**src/rtl/scratchpad_arbiter_if.sv**
```systemverilog
// Request/response bundle shared by both requesters and the scratchpad port.
// The requester side uses master and the responder side uses slave.
interface scratchpad_arbiter_if #(
    parameter int unsigned ADDR_W = 32,
    parameter int unsigned DATA_W = 32
);

    logic              read_en;
    logic              write_en;
    logic [ADDR_W-1:0] addr;
    logic [DATA_W-1:0] wdata;
    logic [DATA_W-1:0] rdata;
    logic              ready;

    modport master (
        output read_en,
        output write_en,
        output addr,
        output wdata,
        input  rdata,
        input  ready
    );

    modport slave (
        input  read_en,
        input  write_en,
        input  addr,
        input  wdata,
        output rdata,
        output ready
    );

endinterface

```
**src/rtl/scratchpad_arbiter.sv**
```systemverilog
// Shares the single scratchpad port between HOST and the array load/store
// engine (ARR). ARR bursts are bounded while HOST waits, and a watchdog
// aborts transactions that never see sc_ready.
// The scratchpad request and the requester responses are forwarded
// combinationally from the granted requester; only the arbitration state,
// the burst counter, the watchdog and the sticky error are registered.
module scratchpad_arbiter #(
    parameter int unsigned BURST_MAX = 4,
    parameter int unsigned TIMEOUT   = 256
) (
    input  logic                        clk_i,
    input  logic                        rst_i,
    scratchpad_arbiter_if.slave         host_if,
    scratchpad_arbiter_if.slave         arr_if,
    scratchpad_arbiter_if.master        sc_if,
    output logic                        timeout_err_o
);

    localparam int unsigned ADDR_W   = 32;
    localparam int unsigned DATA_W   = 32;
    localparam int unsigned STREAK_W = (BURST_MAX < 1) ? 1 : $clog2(BURST_MAX + 1);
    localparam int unsigned WD_W     = (TIMEOUT < 2) ? 1 : $clog2(TIMEOUT);

    localparam logic [STREAK_W-1:0] STREAK_MAX = STREAK_W'(BURST_MAX);
    localparam logic [WD_W-1:0]     WD_LAST    = WD_W'(TIMEOUT - 1);

    typedef enum logic [1:0] {
        IDLE     = 2'd0,
        GNT_HOST = 2'd1,
        GNT_ARR  = 2'd2
    } state_e;

    typedef enum logic {
        GRANT_HOST = 1'b0,
        GRANT_ARR  = 1'b1
    } grant_e;

    state_e                state_q,       state_d;
    grant_e                last_grant_q,  last_grant_d;
    logic [STREAK_W-1:0]   arr_streak_q,  arr_streak_d;
    logic [WD_W-1:0]       wd_cnt_q,      wd_cnt_d;
    logic                  timeout_err_q, timeout_err_d;

    logic                  req_host;
    logic                  req_arr;
    logic                  arr_turn;

    logic                  sel_req;
    logic                  sel_rd;
    logic                  sel_wr;
    logic [ADDR_W-1:0]     sel_addr;
    logic [DATA_W-1:0]     sel_wdata;

    assign req_host = host_if.read_en | host_if.write_en;
    assign req_arr  = arr_if.read_en  | arr_if.write_en;

    // ARR keeps priority on contention until its streak reaches BURST_MAX.
    assign arr_turn = (arr_streak_q < STREAK_MAX) || (last_grant_q == GRANT_HOST);

    assign timeout_err_o = timeout_err_q;

    // Select the request bundle of the requester that currently owns the port.
    always_comb begin
        if (state_q == GNT_HOST) begin
            sel_req   = req_host;
            sel_rd    = host_if.read_en;
            sel_wr    = host_if.write_en;
            sel_addr  = host_if.addr;
            sel_wdata = host_if.wdata;
        end else begin
            sel_req   = req_arr;
            sel_rd    = arr_if.read_en;
            sel_wr    = arr_if.write_en;
            sel_addr  = arr_if.addr;
            sel_wdata = arr_if.wdata;
        end
    end

    // Arbitration state register, burst counter, watchdog and sticky error.
    always_ff @(posedge clk_i) begin
        if (rst_i) begin
            state_q       <= IDLE;
            last_grant_q  <= GRANT_ARR;
            arr_streak_q  <= '0;
            wd_cnt_q      <= '0;
            timeout_err_q <= 1'b0;
        end else begin
            state_q       <= state_d;
            last_grant_q  <= last_grant_d;
            arr_streak_q  <= arr_streak_d;
            wd_cnt_q      <= wd_cnt_d;
            timeout_err_q <= timeout_err_d;
        end
    end

    // Next-state decision and combinational forwarding of the granted request.
    always_comb begin
        state_d       = state_q;
        last_grant_d  = last_grant_q;
        arr_streak_d  = arr_streak_q;
        wd_cnt_d      = wd_cnt_q;
        timeout_err_d = timeout_err_q;

        sc_if.read_en  = 1'b0;
        sc_if.write_en = 1'b0;
        sc_if.addr     = '0;
        sc_if.wdata    = '0;
        host_if.ready  = 1'b0;
        host_if.rdata  = '0;
        arr_if.ready   = 1'b0;
        arr_if.rdata   = '0;

        unique case (state_q)
            IDLE: begin
                wd_cnt_d = '0;
                if (req_host && (!req_arr || !arr_turn)) begin
                    state_d      = GNT_HOST;
                    last_grant_d = GRANT_HOST;
                    arr_streak_d = '0;
                end else if (req_arr) begin
                    state_d      = GNT_ARR;
                    last_grant_d = GRANT_ARR;
                    // The streak only counts grants that made HOST wait.
                    arr_streak_d = req_host ? (arr_streak_q + STREAK_W'(1)) : '0;
                end
            end

            GNT_HOST, GNT_ARR: begin
                if (!sel_req) begin
                    // Requester withdrew: drop the enables, no completion.
                    state_d = IDLE;
                end else begin
                    // Write wins when both enables are raised.
                    sc_if.write_en = sel_wr;
                    sc_if.read_en  = sel_rd & ~sel_wr;
                    sc_if.addr     = sel_addr;
                    sc_if.wdata    = sel_wdata;

                    if (sc_if.ready) begin
                        state_d = IDLE;
                        if (state_q == GNT_HOST) begin
                            host_if.ready = 1'b1;
                            host_if.rdata = sel_wr ? '0 : sc_if.rdata;
                        end else begin
                            arr_if.ready = 1'b1;
                            arr_if.rdata = sel_wr ? '0 : sc_if.rdata;
                        end
                    end else if (wd_cnt_q == WD_LAST) begin
                        // Hung transaction: abort silently and flag it.
                        timeout_err_d = 1'b1;
                        state_d       = IDLE;
                    end else begin
                        wd_cnt_d = wd_cnt_q + WD_W'(1);
                    end
                end
            end

            default: begin
                state_d = IDLE;
            end
        endcase
    end

endmodule

```
**src/flat_wrapper.sv**
```systemverilog
// flat-port wrapper written by rule: the top's interface ports become plain ports
module scratchpad_arbiter_flat 
#(
    parameter int unsigned BURST_MAX = 4,
    parameter int unsigned TIMEOUT   = 256
)
  (clk_i, rst_i, timeout_err_o, host_if_read_en, host_if_write_en, host_if_addr, host_if_wdata, host_if_rdata, host_if_ready, arr_if_read_en, arr_if_write_en, arr_if_addr, arr_if_wdata, arr_if_rdata, arr_if_ready, sc_if_read_en, sc_if_write_en, sc_if_addr, sc_if_wdata, sc_if_rdata, sc_if_ready);
  scratchpad_arbiter_if host_if_i ();
  scratchpad_arbiter_if arr_if_i ();
  scratchpad_arbiter_if sc_if_i ();
  input  logic clk_i;
  input  logic rst_i;
  output logic timeout_err_o;
  input wire logic [$bits(host_if_i.read_en)-1:0] host_if_read_en;
  input wire logic [$bits(host_if_i.write_en)-1:0] host_if_write_en;
  input wire logic [$bits(host_if_i.addr)-1:0] host_if_addr;
  input wire logic [$bits(host_if_i.wdata)-1:0] host_if_wdata;
  output wire logic [$bits(host_if_i.rdata)-1:0] host_if_rdata;
  output wire logic [$bits(host_if_i.ready)-1:0] host_if_ready;
  input wire logic [$bits(arr_if_i.read_en)-1:0] arr_if_read_en;
  input wire logic [$bits(arr_if_i.write_en)-1:0] arr_if_write_en;
  input wire logic [$bits(arr_if_i.addr)-1:0] arr_if_addr;
  input wire logic [$bits(arr_if_i.wdata)-1:0] arr_if_wdata;
  output wire logic [$bits(arr_if_i.rdata)-1:0] arr_if_rdata;
  output wire logic [$bits(arr_if_i.ready)-1:0] arr_if_ready;
  output wire logic [$bits(sc_if_i.read_en)-1:0] sc_if_read_en;
  output wire logic [$bits(sc_if_i.write_en)-1:0] sc_if_write_en;
  output wire logic [$bits(sc_if_i.addr)-1:0] sc_if_addr;
  output wire logic [$bits(sc_if_i.wdata)-1:0] sc_if_wdata;
  input wire logic [$bits(sc_if_i.rdata)-1:0] sc_if_rdata;
  input wire logic [$bits(sc_if_i.ready)-1:0] sc_if_ready;
  assign host_if_i.read_en = host_if_read_en;
  assign host_if_i.write_en = host_if_write_en;
  assign host_if_i.addr = host_if_addr;
  assign host_if_i.wdata = host_if_wdata;
  assign host_if_rdata = host_if_i.rdata;
  assign host_if_ready = host_if_i.ready;
  assign arr_if_i.read_en = arr_if_read_en;
  assign arr_if_i.write_en = arr_if_write_en;
  assign arr_if_i.addr = arr_if_addr;
  assign arr_if_i.wdata = arr_if_wdata;
  assign arr_if_rdata = arr_if_i.rdata;
  assign arr_if_ready = arr_if_i.ready;
  assign sc_if_read_en = sc_if_i.read_en;
  assign sc_if_write_en = sc_if_i.write_en;
  assign sc_if_addr = sc_if_i.addr;
  assign sc_if_wdata = sc_if_i.wdata;
  assign sc_if_i.rdata = sc_if_rdata;
  assign sc_if_i.ready = sc_if_ready;
  scratchpad_arbiter #(.BURST_MAX(BURST_MAX), .TIMEOUT(TIMEOUT)) u_core (.clk_i(clk_i), .rst_i(rst_i), .host_if(host_if_i), .arr_if(arr_if_i), .sc_if(sc_if_i), .timeout_err_o(timeout_err_o));
endmodule
```
**config.mk**
```make
export PLATFORM = sky130hd
export DESIGN_NAME = scratchpad_arbiter_flat
export DESIGN_NICKNAME = d
export VERILOG_FILES = /design/src/rtl/scratchpad_arbiter_if.sv /design/src/rtl/scratchpad_arbiter.sv /design/src/flat_wrapper.sv
export SDC_FILE = /design/constraint.sdc
export NUM_CORES = 1
export LEC_CHECK = 0
export CORE_AREA = 2 2 117 119
export CTS_BUF_LIST = sky130_fd_sc_hd__clkbuf_2
export DETAILED_ROUTE_END_ITERATION = 6
export DIE_AREA = 0 0 119 121
export PLACE_DENSITY_LB_ADDON = 0.05
export SYNTH_ARGS = -nofsm -noshare
export SYNTH_HDL_FRONTEND = slang
export SYNTH_SLANG_ARGS = --single-unit
```
**constraint.sdc**
```tcl
create_clock -name clk_i -period 3.15 [get_ports clk_i]
set_input_delay 0.63 -clock clk_i [delete_from_list [all_inputs] [get_ports clk_i]]
set_output_delay 0.63 -clock clk_i [all_outputs]
set_load 0.03 [all_outputs]
```
* Word level (Yosys, flattened, before mapping)
Cells that the tools add are included.
** Operators by class
- Add/subtract/negate cells :: 2
- $lt $le $gt $ge :: 1
- Equal/unequal tests :: 8
- Multiplexer cells :: 45
- Bitwise logic cells :: 6
- Reductions and logical operators :: 13
** Operators with widths (count)
- 32-bit two-way mux :: 15
- 8-bit two-way mux :: 3
- 1-bit two-way mux :: 17
- 8-bit case mux with 2 select lines :: 1
- 2-bit two-way mux :: 5
- 3-bit two-way mux :: 3
- 8-bit by 1-bit adder with 8-bit output (second input constant) :: 1
- 8-bit == test (second input constant) :: 1
- 4-bit AND reduction :: 2
- 2-bit != test (second input constant) :: 2
- 4-bit != test (second input constant) :: 1
- 2-bit case mux with 2 select lines :: 1
- 2-bit AND reduction :: 2
- 2-bit nonzero test :: 2
- 3-bit by 1-bit adder with 3-bit output (second input constant) :: 1
- 3-bit < comparator (second input constant) :: 1
- 3-bit by 1-bit != test with 1-bit output (second input constant) :: 1
- 1-bit inverter :: 3
- 2-bit by 1-bit == test with 1-bit output (second input constant) :: 1
- 2-bit == test (second input constant) :: 1
- 1-bit logical NOT :: 2
- 2-bit logical NOT :: 1
- 1-bit logical OR :: 2
- 2-bit by 1-bit != test with 1-bit output (second input constant) :: 1
- 4 further kinds :: 5
** Word-level totals
- Register bits after elaboration :: 15
- Bits of input ports :: 167
- Output and inout port bits :: 133
- Logic and storage cells :: 80

* Logic depth before layout (Yosys ltp)
- Word-level depth :: 7
- Gate-level depth with buffers :: 8
- Mapped depth without buffers :: 6

* Worst setup path before layout
Ideal clock, no wire load.
- Kind :: register to output
- From :: register u_core.state_q[0]
- To :: output port arr_if_rdata[22]
- Arrival :: 1.980 ns
- Required time :: 2.520 ns
- Slack :: 0.540 ns
- Stages on the path, launching flop included :: 9
- Path buffers :: 3
- Cells stage by stage :: dfxtp_1 -> inv_1 -> ha_1 -> clkbuf_1 -> nand2_1 -> or3_1 -> clkbuf_1 -> clkbuf_1 -> nor2_1
** Between the ends
- Word-level cells in the longest chain between the ends :: 7
- Elaborated cells on any way between the ends :: 10
- Classes of those cells :: eq/ne: 2; mux: 7; reduce/logical: 1
** RTL lines
- from (decl) :: RTL line scratchpad_arbiter.sv:38 : state_e state_q, state_d;
- from (signal assigned) :: RTL line scratchpad_arbiter.sv:88 : state_q <= state_d;
- 2-bit by 1-bit == test with 1-bit output :: RTL line scratchpad_arbiter.sv:64, scratchpad_arbiter.sv:113, scratchpad_arbiter.sv:141
- 1-bit two-way mux :: RTL line scratchpad_arbiter.sv:64 : if (state_q == GNT_HOST) begin
- 32-bit two-way mux :: RTL line scratchpad_arbiter.sv:146 : arr_if.rdata = sel_wr ? '0 : sc_if.rdata;
- 32-bit two-way mux :: RTL line scratchpad_arbiter.sv:141 : if (state_q == GNT_HOST) begin
- 32-bit two-way mux :: RTL line scratchpad_arbiter.sv:139 : if (sc_if.ready) begin
- 32-bit two-way mux :: RTL line scratchpad_arbiter.sv:129 : if (!sel_req) begin
- 32-bit two-way mux * :: RTL line scratchpad_arbiter.sv:113 : unique case (state_q)
- to (decl) :: RTL line flat_wrapper.sv:24 : output wire logic [$bits(arr_if_i.rdata)-1:0] arr_if_rdata;
Mark *: on every way between the ends. The rest lies on a longest branch, timed or not.

* Worst setup path in the final report
- From :: input port arr_if_read_en
- To :: output port arr_if_rdata[31]
** Between the ends
- Word-level cells in the longest chain between the ends :: 4
** RTL lines
- from (decl) :: RTL line flat_wrapper.sv:20 : input wire logic [$bits(arr_if_i.read_en)-1:0] arr_if_read_en;
- 1-bit OR :: RTL line scratchpad_arbiter.sv:55 : assign req_arr = arr_if.read_en | arr_if.write_en;
- 1-bit two-way mux :: RTL line scratchpad_arbiter.sv:64
- 32-bit two-way mux :: RTL line scratchpad_arbiter.sv:129
- 32-bit two-way mux :: RTL line scratchpad_arbiter.sv:113
Every way passes these cells.

==> impl_metrics.env <==
export IMPL_outcome="complete, no violations"
export IMPL_finalSetupTns_ns=0
export IMPL_cp_start_kind="input port"
export IMPL_io_pins=300
export IMPL_grt_start_max_net_pins=39
export IMPL_io_buffers=299
export IMPL_crit_family="buffers and inverters"
export IMPL_nets=825
export IMPL_grt_overflow=0
export IMPL_seq_area_frac_synth=0.128
export IMPL_ys_flop_type="dfxtp_1"
export IMPL_ys_ff_latch=15
export IMPL_worst_path_max_fanout=5
export IMPL_antenna_found_initial=1
export IMPL_area_growth_pct=130
export IMPL_syn_avg_cell_area_um2=6.33
export IMPL_vias_per_cell=4.38
export IMPL_start_util=0.179
export IMPL_n_antenna_cell=0
export IMPL_num_fill_cells=1343
export IMPL_netlist_instances=369
export IMPL_drc=0
export IMPL_place_gp_congestion=0.853
export IMPL_fin_ws_ns=0.0915
export IMPL_synth_area_top_cells="mux2i_1 29%, nor2_1 22%, dfxtp_1 13%"
export IMPL_maxCapViolCount=0
export IMPL_hp_class="reg -> reg"
export IMPL_hpwlAfterDp_um=11700
export IMPL_p_per_area_mw_per_mm2=236
export IMPL_synth_distinct_cells=44
export IMPL_clock_sinks=15
export IMPL_wl_per_cell_um=16.9
export IMPL_ant_nets=0
export IMPL_h_tree_depth=1
export IMPL_clkTransAtPathRegs_ns=0.17
export IMPL_drt_total_wl_um=14000
export IMPL_numCtsBuffers=3
export IMPL_crit_arrival_ns=2.43
export IMPL_synth_net_count=540
export IMPL_core_mm2=0.0131
export IMPL_path_cells="clkdlybuf4s50_1, nand2b_1, nor3_1, clkdlybuf4s50_1"
export IMPL_cts_hold_buffers=0
export IMPL_cts_root_buf="clkbuf_2"
export IMPL_leakage_nw=2.20
export IMPL_drv_slew=0
export IMPL_maxSlewHeadroom=0.582
export IMPL_vias=3629
export IMPL_critPathKind="in -> out"
export IMPL_timing_fmax_ghz=0.327
export IMPL_ir_worst_vdd_v=0.000117
export IMPL_max_stage_delay_ns=0.76
export IMPL_die_x_um=119
export IMPL_period_share=0.971
export IMPL_reg2reg_slack_ns=0.94
export IMPL_setup_worst_path_end_class="output port"
export IMPL_cts_setup_buffers=0
export IMPL_grt_pass1_vias=3451
export IMPL_initialDrtViolationCount=162
export IMPL_dr_pass1_iters=4
export IMPL_fin_util=0.411
export IMPL_insertion_delay_ns=0.29
export IMPL_yosys_area_top_type_share=0.287
export IMPL_crit_slowest_cell="clkdlybuf4s50_1"
export IMPL_num_rows=42
export IMPL_cp_required_ns=2.52
export IMPL_finClkSkew_ns=0.00730
export IMPL_cts_resized_gates=0
export IMPL_ys_warn_count=0
export IMPL_grt_first_pass_wirelength_um=20100
export IMPL_total_power_mw=1.27
export IMPL_drive_gt1_frac=0.234
export IMPL_cts_tree="yes"
export IMPL_rsz0062_at_grt="no"
export IMPL_period_minus_slack_ns=3.06
export IMPL_syn_area_mm2=0.00234
export IMPL_crit_buf_inv=2
export IMPL_die_area_mm2=0.0144
export IMPL_grtUsageTotal=0.177
export IMPL_place_ws_ns=0.0470
export IMPL_final_hold_viol_count=0
export IMPL_synth_edf_count=0
export IMPL_synth_async_reset_ratio=0
export IMPL_setup_viol=0
export IMPL_synth_top_area_cell="mux2i_1"
export IMPL_chipHeight_um=121
export IMPL_path_common_cell="clkdlybuf4s50_1"
export IMPL_worst_slew_pin_slew_ns=0.626
export IMPL_clk_path_buf_depth=2
## routing by layer
metal / vias to the layer above / track usage / wire (um)
met1: 1651 / 0.196 / 5170
met5: - / 0 / 11
met3: 8 / 0.0390 / 987
met4: 2 / 0.0179 / 77
met2: 148 / 0.353 / 7750
li1: 1820 / - / -
## synth_stat cells (4+ instances only)
master and number:
nor2_1 137, mux2i_1 67, nand2_1 38, clkbuf_1 16, dfxtp_1 15, buf_2 10, inv_1 8, nand3_1 7
o211ai_1 6, a21oi_1 5, o21ai_0 5, ha_1 4
## cells by family after synthesis
logic type	after synthesis	synth area share
AOI/OAI and AO/OA	37	0.116
DFF	15	0.128
adders and majority gates	4	0.0214
and+or+nand+nor	207	0.373
buffers and inverters	39	0.0744
muxes	67	0.287
## state kept, by name, indices dropped and copies added, names as in the netlist
signal                flops
u_core.state_q            2
u_core.last_grant_q       1
u_core.timeout_err_o      1
u_core.arr_streak_q       3
u_core.wd_cnt_q           8
## cells in the final DEF (no fill, tap or decap), types with 3 or more instances in the layout
| master | Yosys | final |
|---|---|---|
| nor3_1 | 3 | 3 |
| nand2_1 | 38 | 38 |
| nand2b_1 | 3 | 3 |
| o21ai_0 | 5 | 5 |
| dfxtp_1 | 15 | 15 |
| o211ai_1 | 6 | 6 |
| a21oi_1 | 5 | 5 |
| buf_4 | 0 | 130 |
| clkdlybuf4s50_1 | 0 | 168 |
| mux2i_1 | 67 | 66 |
| buf_12 | 0 | 13 |
| clkbuf_2 | 0 | 3 |
| nor2_1 | 137 | 137 |
| nand3_1 | 7 | 6 |
| ha_1 | 4 | 3 |
| inv_1 | 8 | 8 |
## path summary, 6_finish.rpt
| check | end | cells after the start | startpoint |
|---|---|---|---|
| setup / recovery | arr_if_rdata[31] | 4 | arr_if_read_en |
| hold / removal | u_core.wd_cnt_q[1] | 2 | u_core.wd_cnt_q[1] |
| setup reg to reg | u_core.wd_cnt_q[4] | 7 | u_core.state_q[0] |
| hold reg to reg | u_core.wd_cnt_q[1] | 2 | u_core.wd_cnt_q[1] |
## power by group
part | internal (mW) | switching [mW]
Combinational | 0.458 | 0.512
Sequential | 0.198 | 0.00499
Clock | 0.0288 | 0.0681
## worst reg2reg max path, stage by stage (launching register included)
cell	delay [ns]
dfxtp_1	0.41
inv_1	0.08
ha_1	0.30
buf_4	0.17
nand4b_1	0.31
buf_4	0.28
or4_1	0.51
o211ai_1	0.10
## metrics by stage
step | area [um2] | hold slack [ns] | instances
detailed placement | 5360 | 0.467 | 825
global placement | 5360 | 0.478 | 825
finish | 5380 | 0.533 | 829
CTS | 5380 | 0.525 | 829
floorplan | 2340 | 0.473 | 369
global route | 5380 | 0.562 | 829
## final cells by class
class / instances / area, um2 / area share
Multi-Input combinational cell: 315 / 1890 / 0.352
Tap cell: 176 / 220 / 0.0409
Clock buffer: 3 / 15.0 / 0.00279
Sequential cell: 15 / 300 / 0.0558
Timing Repair Buffer: 311 / 2920 / 0.542
Clock inverter: 1 / 5.00 / 0.000930
Inverter: 8 / 30.0 / 0.00558
(Power assumes the default switching activity.)
